## src/rtl/alu_pkg.sv

```systemverilog
// ---------------------------------------------------------------------------
// alu_pkg
// Shared definitions for the arbitrated ALU block:
//   - default operand/result width and opcode width
//   - ALU opcode encodings
//   - arbiter FSM state encoding
// ---------------------------------------------------------------------------
package alu_pkg;

  localparam int ALU_WIDTH = 4;
  localparam int ALU_OPW   = 3;

  // Opcodes decoded by the ALU. The codes 3'b110 and 3'b111 are not
  // decoded and produce a zero result.
  localparam logic [2:0] OP_ADD = 3'b000;
  localparam logic [2:0] OP_SUB = 3'b001;
  localparam logic [2:0] OP_AND = 3'b010;
  localparam logic [2:0] OP_OR  = 3'b011;
  localparam logic [2:0] OP_XOR = 3'b100;
  localparam logic [2:0] OP_NOT = 3'b101;

  typedef enum logic [1:0] {
    S_IDLE = 2'b00,
    S_EXEC = 2'b01,
    S_RESP = 2'b10
  } state_t;

endpackage

```

## src/rtl/alu_arbiter_alu.sv

```systemverilog
// ---------------------------------------------------------------------------
// alu_arbiter_alu
// Purely combinational ALU datapath owned by alu_arbiter.
// Ports:
//   i_a, i_b    operands (i_b ignored by OP_NOT)
//   i_opcode    operation select (see alu_pkg)
//   o_result    WIDTH-bit result, wraps modulo 2^WIDTH, no carry-out
//   o_zero      high when o_result is all zeros
// ---------------------------------------------------------------------------
module alu_arbiter_alu
  import alu_pkg::*;
#(
  parameter int WIDTH = ALU_WIDTH,
  parameter int OPW   = ALU_OPW
) (
  input  logic [WIDTH-1:0] i_a,
  input  logic [WIDTH-1:0] i_b,
  input  logic [OPW-1:0]   i_opcode,
  output logic [WIDTH-1:0] o_result,
  output logic             o_zero
);

  always_comb begin
    // NOTE: assign a default before the case so no path leaves o_result
    // unassigned; otherwise synthesis infers a latch.
    o_result = '0;
    case (i_opcode)
      OP_ADD:  o_result = i_a + i_b;
      OP_SUB:  o_result = i_a - i_b;
      OP_AND:  o_result = i_a & i_b;
      OP_OR:   o_result = i_a | i_b;
      OP_XOR:  o_result = i_a ^ i_b;
      OP_NOT:  o_result = ~i_a;
      default: o_result = '0;
    endcase
  end

  assign o_zero = (o_result == '0);

endmodule

```

## src/rtl/alu_arbiter.sv

```systemverilog
// ---------------------------------------------------------------------------
// alu_arbiter
// Shares one ALU between two requesters with round-robin arbitration.
// An accepted operation is registered, executed for one cycle, and its
// result is returned on a valid/ready response channel tagged with the
// requester id. One operation is in flight at a time.
// Ports:
//   clk, rst_n               clock, asynchronous active-low reset
//   i_reqN_valid/o_reqN_ready requester N handshake (ready is combinational)
//   i_reqN_a/b/op            requester N operands and opcode
//   o_rsp_valid/i_rsp_ready  response handshake
//   o_rsp_result/zero/id     response payload
//   o_busy                   high whenever the FSM is not idle
// ---------------------------------------------------------------------------
module alu_arbiter
  import alu_pkg::*;
#(
  parameter int WIDTH = ALU_WIDTH,
  parameter int OPW   = ALU_OPW
) (
  input  logic             clk,
  input  logic             rst_n,
  input  logic             i_req0_valid,
  output logic             o_req0_ready,
  input  logic [WIDTH-1:0] i_req0_a,
  input  logic [WIDTH-1:0] i_req0_b,
  input  logic [OPW-1:0]   i_req0_op,
  input  logic             i_req1_valid,
  output logic             o_req1_ready,
  input  logic [WIDTH-1:0] i_req1_a,
  input  logic [WIDTH-1:0] i_req1_b,
  input  logic [OPW-1:0]   i_req1_op,
  output logic             o_rsp_valid,
  input  logic             i_rsp_ready,
  output logic [WIDTH-1:0] o_rsp_result,
  output logic             o_rsp_zero,
  output logic             o_rsp_id,
  output logic             o_busy
);

  state_t           r_state;
  logic             r_rr_ptr;
  logic [WIDTH-1:0] r_a;
  logic [WIDTH-1:0] r_b;
  logic [OPW-1:0]   r_op;
  logic             r_id;
  logic             r_rsp_valid;
  logic [WIDTH-1:0] r_rsp_result;
  logic             r_rsp_zero;
  logic             r_rsp_id;

  logic             w_grant0;
  logic             w_grant1;
  logic             w_idle;
  logic [WIDTH-1:0] w_alu_result;
  logic             w_alu_zero;

  // A lone requester always wins; on contention r_rr_ptr picks the winner.
  assign w_grant0 = i_req0_valid & (~i_req1_valid | (r_rr_ptr == 1'b0));
  assign w_grant1 = i_req1_valid & (~i_req0_valid | (r_rr_ptr == 1'b1));
  assign w_idle   = (r_state == S_IDLE);

  assign o_req0_ready = w_idle & w_grant0;
  assign o_req1_ready = w_idle & w_grant1;

  // Any encoding other than IDLE (including the unused one) counts as busy.
  assign o_busy = ~w_idle;

  alu_arbiter_alu #(
    .WIDTH (WIDTH),
    .OPW   (OPW)
  ) u_alu (
    .i_a      (r_a),
    .i_b      (r_b),
    .i_opcode (r_op),
    .o_result (w_alu_result),
    .o_zero   (w_alu_zero)
  );

  // NOTE: all state is updated with non-blocking assignments so every
  // register samples values from before the edge, independent of order.
  always_ff @(posedge clk or negedge rst_n) begin
    if (!rst_n) begin
      r_state      <= S_IDLE;
      r_rr_ptr     <= 1'b0;
      r_a          <= '0;
      r_b          <= '0;
      r_op         <= '0;
      r_id         <= 1'b0;
      r_rsp_valid  <= 1'b0;
      r_rsp_result <= '0;
      r_rsp_zero   <= 1'b0;
      r_rsp_id     <= 1'b0;
    end else begin
      case (r_state)
        S_IDLE: begin
          if (w_grant0 | w_grant1) begin
            r_a     <= w_grant1 ? i_req1_a  : i_req0_a;
            r_b     <= w_grant1 ? i_req1_b  : i_req0_b;
            r_op    <= w_grant1 ? i_req1_op : i_req0_op;
            r_id    <= w_grant1;
            r_state <= S_EXEC;
          end
        end
        S_EXEC: begin
          r_rsp_result <= w_alu_result;
          r_rsp_zero   <= w_alu_zero;
          r_rsp_id     <= r_id;
          r_rsp_valid  <= 1'b1;
          r_state      <= S_RESP;
        end
        S_RESP: begin
          // Payload registers are untouched here, so they hold while stalled.
          if (r_rsp_valid & i_rsp_ready) begin
            r_rsp_valid <= 1'b0;
            r_rr_ptr    <= ~r_rsp_id;
            r_state     <= S_IDLE;
          end
        end
        default: begin
          r_rsp_valid <= 1'b0;
          r_state     <= S_IDLE;
        end
      endcase
    end
  end

  assign o_rsp_valid  = r_rsp_valid;
  assign o_rsp_result = r_rsp_result;
  assign o_rsp_zero   = r_rsp_zero;
  assign o_rsp_id     = r_rsp_id;

endmodule

```

## config.mk

```make
export PLATFORM = sky130hd
export DESIGN_NAME = alu_arbiter
export DESIGN_NICKNAME = d
export VERILOG_FILES = /design/src/rtl/alu_pkg.sv /design/src/rtl/alu_arbiter_alu.sv /design/src/rtl/alu_arbiter.sv
export SDC_FILE = /design/constraint.sdc
export NUM_CORES = 1
export LEC_CHECK = 0
export CORE_MARGIN = 3
export CORE_UTILIZATION = 40
export DETAILED_ROUTE_END_ITERATION = 10
export PLACE_DENSITY = 0.7
export RECOVER_POWER = 100
export SLEW_MARGIN = 20
export SYNTH_ARGS = -nofsm -noshare
export SYNTH_HDL_FRONTEND = slang
export SYNTH_SLANG_ARGS = --single-unit
```

## constraint.sdc

```tcl
create_clock -name clk -period 2.1 [get_ports clk]
set_input_delay 0.315 -clock clk [delete_from_list [all_inputs] [get_ports clk]]
set_output_delay 0.315 -clock clk [all_outputs]
set_load 0.01 [all_outputs]
```

# Word-level counts from Yosys, hierarchy flattened
# Index checks and enable logic that the tools add are counted.
[totals]
register_bits = 22
elab_cells = 54
[op_classes]
bitwise = 17
muxes = 9
n_eq_ne = 9
n_reduce_logical = 7
addsub = 2
[op_table]
columns = ["cell", "count"]
rows = [
  ["case mux 4 bit (6 select lines)", 1],
  ["two-way mux 4 bit", 2],
  ["AND reduction 2 bit", 4],
  ["equality test 3 x 2 -> 1 bit, second input constant", 2],
  ["equality test 3 bit, second input constant", 2],
  ["case mux 2 bit (3 select lines)", 1],
  ["bitwise AND 1 bit", 5],
  ["NOT 1 bit", 5],
  ["adder 4 bit", 1],
  ["bitwise AND 4 bit", 1],
  ["logical NOT 4 bit", 1],
  ["two-way mux 2 bit", 2],
  ["NOT 4 bit", 1],
  ["bitwise OR 4 bit", 1],
  ["subtractor 4 bit", 1],
  ["bitwise XOR 4 bit", 1],
  ["equality test 3 x 1 -> 1 bit, second input constant", 1],
  ["logical NOT 3 bit", 1],
  ["two-way mux 3 bit", 1],
  ["bitwise OR 1 bit", 3],
  ["case mux 1 bit (3 select lines)", 1],
  ["equality test 2 x 1 -> 1 bit, second input constant", 1],
  ["equality test 2 bit, second input constant", 1],
  ["logical NOT 2 bit", 1],
  ["other kinds (3)", 3],
]

# Logic depth before layout (Yosys ltp)
[depth]
depth_word = 6
depth_mapped = 12

# Modules after synthesis
# Synthesis repeated with hierarchy kept, for this count alone.
[hier_totals]
hier_cells = 169
area_unflattened_um2 = 1530.2
[by_module_without_submodules]
columns = ["mod", "cells_per_inst", "n_inst", "area_per_inst_um2"]
rows = [
  ["alu_arbiter", 101, 1, 1014.7],
  ["alu_arbiter_alu", 68, 1, 515.5],
]

# Worst setup path before layout
# No wires, ideal clock.
[synth_path]
kind = "reg-to-reg"
from = "register r_op[0]"
to = "register r_rsp_result[3] (netlist: o_rsp_result[3])"
path_slack_ns = -0.114
path_stages_with_launch = 13
path_buffers = 2
arrival_time_ns = 2.079
synth_period_minus_slack_ns = 2.214
setup_time_ns = 0.135
cell_sequence = "dfrtp_1 -> buf_6 -> clkbuf_1 -> nand2_1 -> nor2_1 -> a21o_1 -> inv_1 -> ha_1 -> nor2b_1 -> o21a_1 -> o2111a_1 -> a211oi_2 -> o21ai_0"
[synth_via]
elab_chain_len = 2
word_cells_on_any_way = 7
[synth_lines]
columns = ["item", "line_no", "source"]
rows = [
  ["from (decl)", "alu_arbiter.sv:45", "logic [OPW-1:0] r_op;"],
  ["from (signal assigned)", "alu_arbiter.sv:100", "r_op <= w_grant1 ? i_req1_op : i_req0_op;"],
  ["equality test 3 bit, or another cell as far along", "alu_arbiter_alu.sv:27", "case (i_opcode)"],
  ["case mux 4 bit (6 select lines) *", "alu_arbiter_alu.sv:27", ""],
  ["to (signal assigned)", "alu_arbiter.sv:106", "r_rsp_result <= w_alu_result;"],
  ["to (decl)", "alu_arbiter.sv:48", "logic [WIDTH-1:0] r_rsp_result;"],
]
# Every way passes the cells marked *; elsewhere a longest branch is shown, timed or not.
# A chain may end at the register's enable or synchronous reset.

# Worst setup path after layout
[layout_path]
from = "register r_b[1]"
to = "register r_rsp_zero (netlist: o_rsp_zero)"
[layout_via]
elab_chain_len = 3
word_cells_on_any_way = 7
[layout_lines]
columns = ["item", "line_no", "source"]
rows = [
  ["from (decl)", "alu_arbiter.sv:44", "logic [WIDTH-1:0] r_b;"],
  ["from (signal assigned)", "alu_arbiter.sv:99", "r_b <= w_grant1 ? i_req1_b : i_req0_b;"],
  ["subtractor 4 bit, or another cell as far along", "alu_arbiter_alu.sv:29", "OP_SUB: o_result = i_a - i_b;"],
  ["case mux 4 bit (6 select lines) *", "alu_arbiter_alu.sv:27", ""],
  ["logical NOT 4 bit *", "alu_arbiter_alu.sv:38", "assign o_zero = (o_result == '0);"],
  ["to (signal assigned)", "alu_arbiter.sv:107", "r_rsp_zero <= w_alu_zero;"],
  ["to (decl)", "alu_arbiter.sv:49", "logic r_rsp_zero;"],
]
# Marks and branches as above.

==> summary.md <==
| Metric | Value |
|---|---|
| Row cnt | `21` |
| Mean routed wirelength per cell | `12.53 µm` |
| Global Route Usage Sum | `15.38%` |
| Vias in the first global route | `1,227` |
| Final setup fails | `2` |
| Worst-Skew Late Latency | `0.31 ns` |
| Hold Fails Final Rpt | `0` |
| Layout area overhead | `37.95%` |
| CP required | `2.36 ns` |
| RSZ-0062 raised after global routing | `yes` |
| Initial Utilization | `42.41%` |
| Die X | `65.95 µm` |
| CTS Hold Bufs | `0` |
| Async SR Flop Fraction | `100.0%` |
| Post-Route Utilization | `58.51%` |
| Post-Syn Instances | `158` |
| Skew final | `0.01109 ns` |
| Rel. slew slack | `19.12%` |
| Worst hold path class | `flip-flop to flip-flop` |
| Synth warn | `0` |
| CP endpoint kind | `flip-flop` |
| Max cap viols | `0` |
| Drt total wl | `3132 µm` |
| HPWL after detailed placement | `2513 µm` |
| Slew Viols, Final | `0` |
| FMAX | `472.4 MHz` |
| H-tree Lvls | `1` |
| Final instance area | `1983 µm²` |
| Fin cells | `250` |
| GP Congestion | `0.8048` |
| Min cycle time layout | `2.117 ns` |
| Antenna cells | `0` |
| Pre-CTS WS | `-0.01015 ns` |
| PD cells | `1455 nW/µm²` |
| Residual DRC | `0` |
| Synth Register Bits | `22` |
| Pleak | `0.0009458 µW` |
| Critical Path Start Type | `flip-flop` |
| Post-DP Area | `1902 µm²` |
| First-pass iteration count of the detailed router | `4` |
| Worst Path Arrival | `2.38 ns` |
| Core Region | `3390 µm²` |
| Buffers on Ports | `36` |
| Commonest cells after routing, fill and taps aside | `26 x clkdlybuf4s50_1, 22 x dfrtp_1, 20 x nor2_1` |
| Seq/Total Area, Yosys | `38.29%` |
| Worst Path Class, Setup | `flip-flop to flip-flop` |
| Mapped Area | `1438 µm²` |
| CTS tree | `done` |
| Post-DR vias/cell | `4.940` |
| Min Hold Slack | `0.4945 ns` |
| Max Buffers Root-to-Sink | `2` |
| Clock Root Buffer | `clkbuf_4` |
| Worst-path maximum fanout | `2` |
| Status | `finished, violations left` |
| Inserted Clock Buffers | `3` |
| Share of layout cells above drive strength 1 | `11.27%` |
| DIE AREA | `4349 µm²` |
| Gr ovfl total | `0` |
| DRT antenna net count | `0` |
| Initial antenna violation count | `0` |
| Leading cell type in the layout, fill and taps excluded | `clkdlybuf4s50_1` |
| Starting DRT DRC Count | `37` |
| Slew @ Worst Pin | `1.213 ns` |
| Vias | `1,235` |
| Final setup margin | `-0.01671 ns` |
| Netlist cell types | `37` |
| Dpl cells | `243` |
| Post-synth EDFFs | `0` |
| Chip height | `65.95 µm` |
| Syn_area_per_cell | `9.099 µm²` |
| Top FF cell, synth | `dfrtp_1` |
| Largest net degree at the start of global routing | `24` |
| CTS Sinks | `22` |
| Worst-path clk slew | `0.13 ns` |
| First-pass GRT wire length | `5285 µm` |
| Fin nets | `245` |
| Syn Nets | `198` |
| Failing checks | `setup timing` |
| IO Pins | `37` |
| Peak supply drop | `721.5 µV` |
| Final period util | `100.8%` |
-- per-stage QoR --
stage	setup TNS, ns	total power [µW]
floorplan	0	1995
global placement	0	2486
detailed placement	-0.01221	2561
CTS	-0.004650	2895
global route	-0.2102	3177
finish	-0.02358	2886
-- flip-flops by register name, indices dropped and copies added (netlist names), 2 cells and up --
register	cells
o_rsp_result	4
r_b	4
r_a	4
r_state	2
r_op	3
-- final timing paths --
| kind | from | endpoint | slack (ns) | cells after the start |
|---|---|---|---|---|
| worst max register to register | r_b[1] | o_rsp_zero | -0.02 | 10 |
| min in group asynchronous | rst_n | r_a[0] | 0.76 | 2 |
| max in group asynchronous | rst_n | r_b[1] | 0.62 | 2 |
| worst min register to register | o_rsp_result[2] | o_rsp_result[2] | 0.49 | 2 |
| worst min-delay path | o_rsp_result[2] | o_rsp_result[2] | 0.49 | 2 |
| worst max-delay path | r_b[1] | o_rsp_zero | -0.02 | 10 |
-- cell usage after synthesis (2+ instances only) --
library cell  instances  share of area [%]
dfrtp_1              22                 38
nor2_1               21                5.5
a21oi_1              15                5.2
inv_1                14                3.7
ha_1                 12                 10
mux2i_1              11                7.7
nand2_1              11                2.9
o21ai_0              10                3.5
clkbuf_1              4                1.0
a211oi_1              3                1.6
nand2b_1              3                1.3
xnor2_1               3                1.8
buf_2                 2               0.70
nor3_1                2               0.70
o21a_1                2                1.0
o22ai_1               2               0.87
-- critical path, stage by stage, from the launching register on --
cell and delay [ns]:
dfrtp_1 0.40, inv_1 0.11, ha_4 0.20, a21o_1 0.18, inv_1 0.08, ha_1 0.22, nor2b_1 0.13, o21a_1 0.18
o2111a_1 0.24, a211oi_2 0.19, a22o_1 0.16
-- layout make-up --
cell class | count | area (µm²)
tap | 46 | 57.56
sequential | 22 | 550.5
fill | 295 | 1406
clock inverter | 1 | 30.03
clock buffer | 3 | 22.52
inverter | 14 | 52.55
multi-input combinational | 114 | 813.3
timing repair buffer | 50 | 456.7
-- where the power goes --
| part | internal, µW | switching, µW |
|---|---|---|
| Clock | 193 | 129 |
| Sequential | 627 | 189 |
| Combinational | 858 | 889 |
-- routing by layer --
metal | GRT usage, % | routed length, µm
met2 | 27.41 | 1590
met5 | 0 | 0
met4 | 6.091 | 48
met3 | 1.531 | 80
met1 | 18.89 | 1412
-- kinds of logic (layout without fill, tap and decap cells) --
group	count (synthesis)	in the layout	share of synthesized area, %
AOI/OAI and AO/OA	41	41	17.75
adders and majority gates	13	13	11.84
muxes	11	11	7.659
buffers and inverters	22	68	6.701
and+or+nand+nor	46	46	15.93
xor gates and xnor gates	3	3	1.828
DFF	22	22	38.29
-- timing repair --
item                                    CTS  global route
gates resized for setup                   2             3
endpoints found under the setup margin    3             2
pin swaps                                 1             0
setup buffers                             0             3
Note: power is estimated with default switching activity, not from simulation.
==> RTL change 1 (same flow settings) <==
Change the package constant `ALU_OPW` from 3 to 5.
--- a/src/rtl/alu_pkg.sv
+++ b/src/rtl/alu_pkg.sv
@@ -8,7 +8,7 @@
 package alu_pkg;
 
   localparam int ALU_WIDTH = 4;
-  localparam int ALU_OPW   = 3;
+  localparam int ALU_OPW   = 5;
 
   // Opcodes decoded by the ALU. The codes 3'b110 and 3'b111 are not
   // decoded and produce a zero result.
Ports: changed (resized i_req0_op and i_req1_op); port bits go from 37 to 41. The function was not compared with the original's and may differ.
==> RTL change 1 against the unedited design <==
The flow still finishes with violations (negative setup slack); utilization rose by 0.98 points; cell area rose by 12%; worst setup slack got worse by 0.32 ns; count of clock-buffer cells in the layout rose by 1; combinational power rose by 7%; routed wire length rose by 20%; die area rose by 9.3%; power rose by 6.9%; fmax fell by 13%; sequential cell count rose by 2; synthesized area rose by 10%; critical endpoint unchanged; largest power group unchanged.
==> RTL change 1: results <==
group,metric,value,unit
sta,finClkSkew,0.00296,ns
global_routing,grt_pass1_wl,6.33,mm
drt,m1WireLength,1.71,mm
synthesis,ys_types,41,
synthesis,synth_compound_area_share,16.7,%
drt,drtIter0Drc,52,
power_and_ir_drop,powerDensity,1380,mW/mm^2
sta,final.setup.tns,-1.01,ns
clocking,clock_latency,0.27,ns
run_status,outcome,"finished with violations",
place,dpl.cell_count,268,
place,place_area,0.00217,mm^2
place,globalplace.congestion,0.837,
sta,layout_setup_ws,-0.335,ns
setup_path,worstPathArrival,2.60,ns
power_and_ir_drop,leakage,1.02,nW
global_routing,grt_util_met1,23.4,%
synthesis,seq_area_frac_synth,37.9,%
final_layout,area_growth,40.5,%
synthesis,synthesis.instances,171,
clocking,root_buffer,"clkbuf_8",
setup_path,worstPathMaxFanout,3,
global_routing,grtUsageMet3,2.92,%
drt,met3_length,108,um
power_and_ir_drop,clkPwrFrac,10.4,%
power_and_ir_drop,swShare,43.1,%
setup_path,path_delay_family,"simple AND/OR/NAND/NOR gates",
sta,setup_viol,4,
drt,wl,3.76,mm
synthesis,synth_fa_ha_area_share,10.7,%
place,pre_cts_slack,-0.312,ns
power_and_ir_drop,peakVddDrop,0.798,mV
run_status,violations,"negative setup slack",
global_routing,met2_usage,30.8,%
place,place_hpwl,2.93,mm
==> RTL change 1: cell types whose count changed after synthesis, sizes merged, moves of 2 or more <==
cell	change
mux2i	+2
a211oi	-3
o21ai	-3
a21oi	+2
nand3b	+5
or4	+2
nor2b	+3
a2111oi	+2
dfrtp	+2
==> RTL change 1: area by class of cell <==
cell class	instances	share of cell area [%]
multi-input combinational	126	42.3
timing repair buffer	59	23.4
clock buffer	4	2.47
inverter	13	2.19
tap	48	2.70
sequential	24	27.0
==> RTL change 1: what timing repair did <==
item / in CTS / in global routing
endpoints found under the setup margin: 4 / 5
setup buffers: 0 / 2
hold buffers: 0 / 0
hold endpoints to repair: 0 / 0
resized for setup: 2 / 3
pin swaps: 5 / 3
==> RTL change 1: worst reg2reg max path: cells and delay by family, from the launching register on <==
kind | cells | cell delay, ns
AO/OA/AOI/OAI | 4 | 0.60
adder cells (fa/ha/maj) | 1 | 0.46
flip-flops | 1 | 0.42
AND/OR/NAND/NOR | 4 | 0.85
==> RTL change 1: worst paths after layout <==
check                                  end  depth (start not counted)  slack [ns]             from
max in group asynchronous       o_rsp_zero                          2        0.49            rst_n
max reg2reg                     o_rsp_zero                          9       -0.33          r_op[4]
max                             o_rsp_zero                          9       -0.33          r_op[4]
min in group asynchronous           r_a[2]                          2        0.85            rst_n
min                        o_rsp_result[3]                          2        0.50  o_rsp_result[3]
min reg2reg                o_rsp_result[3]                          2        0.50  o_rsp_result[3]
==> RTL change 1: kinds of logic (layout without fill, tap and decap cells) <==
| kind of cell | count (synthesis) | after routing |
|---|---|---|
| and+or+nand+nor | 56 | 56 |
| buffers and inverters | 21 | 76 |
| xor gates and xnor gates | 3 | 3 |
| DFF | 24 | 24 |
| AOI/OAI and AO/OA | 40 | 40 |
| muxes | 14 | 14 |
| adders and majority gates | 13 | 13 |
==> RTL change 2 (config.mk and constraints unchanged) <==
Made on the original files. Remove the case item `OP_SUB` of the case on `i_opcode`.
--- a/src/rtl/alu_arbiter_alu.sv
+++ b/src/rtl/alu_arbiter_alu.sv
@@ -26,7 +26,6 @@
     o_result = '0;
     case (i_opcode)
       OP_ADD:  o_result = i_a + i_b;
-      OP_SUB:  o_result = i_a - i_b;
       OP_AND:  o_result = i_a & i_b;
       OP_OR:   o_result = i_a | i_b;
       OP_XOR:  o_result = i_a ^ i_b;
Function: changed (Yosys sat finds a counterexample within 4 cycles, from zero or initial values and one cycle with rst_n low).
==> RTL change 2 against the unedited design <==
Cell area is 8.8% lower; synthesized area down 6.2%; worst setup slack gained 0.15 ns; synthesized cell count shrank 10%; count of clock-buffer cells in the layout is the same; sequential cell count is the same; routed wire length is 11% lower; critical path type unchanged; largest cell class unchanged; highest routed layer unchanged.
Power is left out: it rests on default switching activity, and per cell area and clock period it moved more than threefold.
==> RTL change 2: results <==
group,metric,value,unit
clocking,cts.sinks,22,
setup_path,slowest_delay,0.53,ns
place,place_hpwl,2.21,mm
synthesis,synth_compound_area_share,15.8,%
final_layout,drive_above_1_share,7.22,%
clocking,root_buffer,"clkbuf_4",
clocking,cts_buffers,3,
synthesis,seq_area_frac_synth,40.8,%
clocking,cts.clk_slew.worst_paths,0.13,ns
synthesis,synth_common_cells,"22 x dfrtp_1, 16 x inv_1, 13 x a21oi_1, 13 x nor2_1, 12 x mux2i_1",
final_layout,buffers_excl_clock,41,
global_routing,grt_max_degree,24,
global_routing,grt_pass1_vias,1120,
synthesis,ys_types,39,
final_layout,diodes,0,
final_layout,multi_input_area,701,um^2
final_layout,clk_share,2.91,%
run_status,outcome,"finished clean",
sta,slew_headroom,21.5,%
synthesis,synthArstFlopShare,100,%
global_routing,antenna_found_initial,0,
clocking,h-tree-depth,1,
drt,drtIter0Drc,22,
place,io_buffers,36,
place,globalplace.congestion,0.880,
final_layout,nNetsFinal,217,
synthesis,synth_xor_area_share,0,%
clocking,clock_latency,0.31,ns
final_layout,nMultiInputCombCells,97,
synthesis,synth_mux_area_share,10.6,%
synthesis,synthTopCellsByArea,"dfrtp_1 41%, mux2i_1 8.9%, ha_1 7.4%, a21oi_1 4.8%, inv_1 4.5%",
setup_path,worstPathArrival,2.18,ns
final_layout,seq_share,30.4,%
setup_path,path_delay_family,"simple AND/OR/NAND/NOR gates",
drt,viasPerCell,4.99,
clocking,clock_path_buffers,2,
final_layout,fillers,292,
final_layout,nonClkBufAreaFrac,21.5,%
drt,wl,2.79,mm
global_routing,grt.total_usage,15.0,%
sta,finClkSkew,0.00462,ns
synthesis,synth_nets,178,
drt,drtPass1Iterations,4,
setup_path,cpMaxStageDelayCell,"or4b_1",
worst_hold_path,hp-class,"flop to flop",
final_layout,n_all_inverters,16,
setup_path,worstPathMaxFanout,4,
sta,timing.final.crit_share,93.5,%
global_routing,grt_pass1_wl,4.93,mm
synthesis,synth_warnings,0,
synthesis,synth_fa_ha_area_share,8.91,%
## RTL change 2: changes by cell type in the layout (fill, tap and decap cells not counted), sizes merged, moves of 3 or more
| cell | change |
|---|---|
| nor2 | -7 |
| buf | -10 |
| ha | -4 |
| nand2 | -3 |
| xnor2 | -3 |
## RTL change 2: worst paths after layout
path	start	end	slack (ns)	cells past startpoint
min in group asynchronous	rst_n	r_id	0.74	2
worst max-delay path	r_a[2]	o_rsp_zero	0.14	6
worst min register to register	o_rsp_result[1]	o_rsp_result[1]	0.49	2
worst min-delay path	o_rsp_result[1]	o_rsp_result[1]	0.49	2
worst max register to register	r_a[2]	o_rsp_zero	0.14	6
max in group asynchronous	rst_n	r_a[3]	0.67	2
## RTL change 2: metrics by stage
step	worst slack, ns	instances	hold slack [ns]	area (um^2)
3_3_place_gp	0.128	219	0.468	1750
5_1_grt	0.0294	224	0.536	1810
4_1_cts	0.0840	223	0.326	1800
3_5_place_dp	0.0835	219	0.475	1750
6_report	0.137	224	0.490	1810
2_1_floorplan	0.277	142	0.0194	1350
## RTL change 2: routing by layer
layer / vias to the layer above / GRT usage (%) / share of wire (%)
met5: - / 0 / 0
met4: 0 / 5.93 / 0.65
met1: 525 / 18.6 / 43
li1: 566 / - / -
met3: 2 / 2.81 / 5.2
met2: 25 / 25.4 / 51
## RTL change 2: worst register-to-register path: stages (launching register included)
cell and delay [ns]:
dfrtp_1 0.42, inv_1 0.06, ha_1 0.34, or4b_1 0.53
a31oi_1 0.17, a211oi_1 0.10, a41o_1 0.25
## RTL change 2: what timing repair did
action / 4_1_cts / 5_1_grt
hold buffers: 0 / 0
hold endpoints to repair: 0 / 0
pin swaps: 0 / 1
setup endpoints to repair: 1 / 3
cloned: 0 / 0
setup buffers: 0 / 1
gates resized for setup: 1 / 2
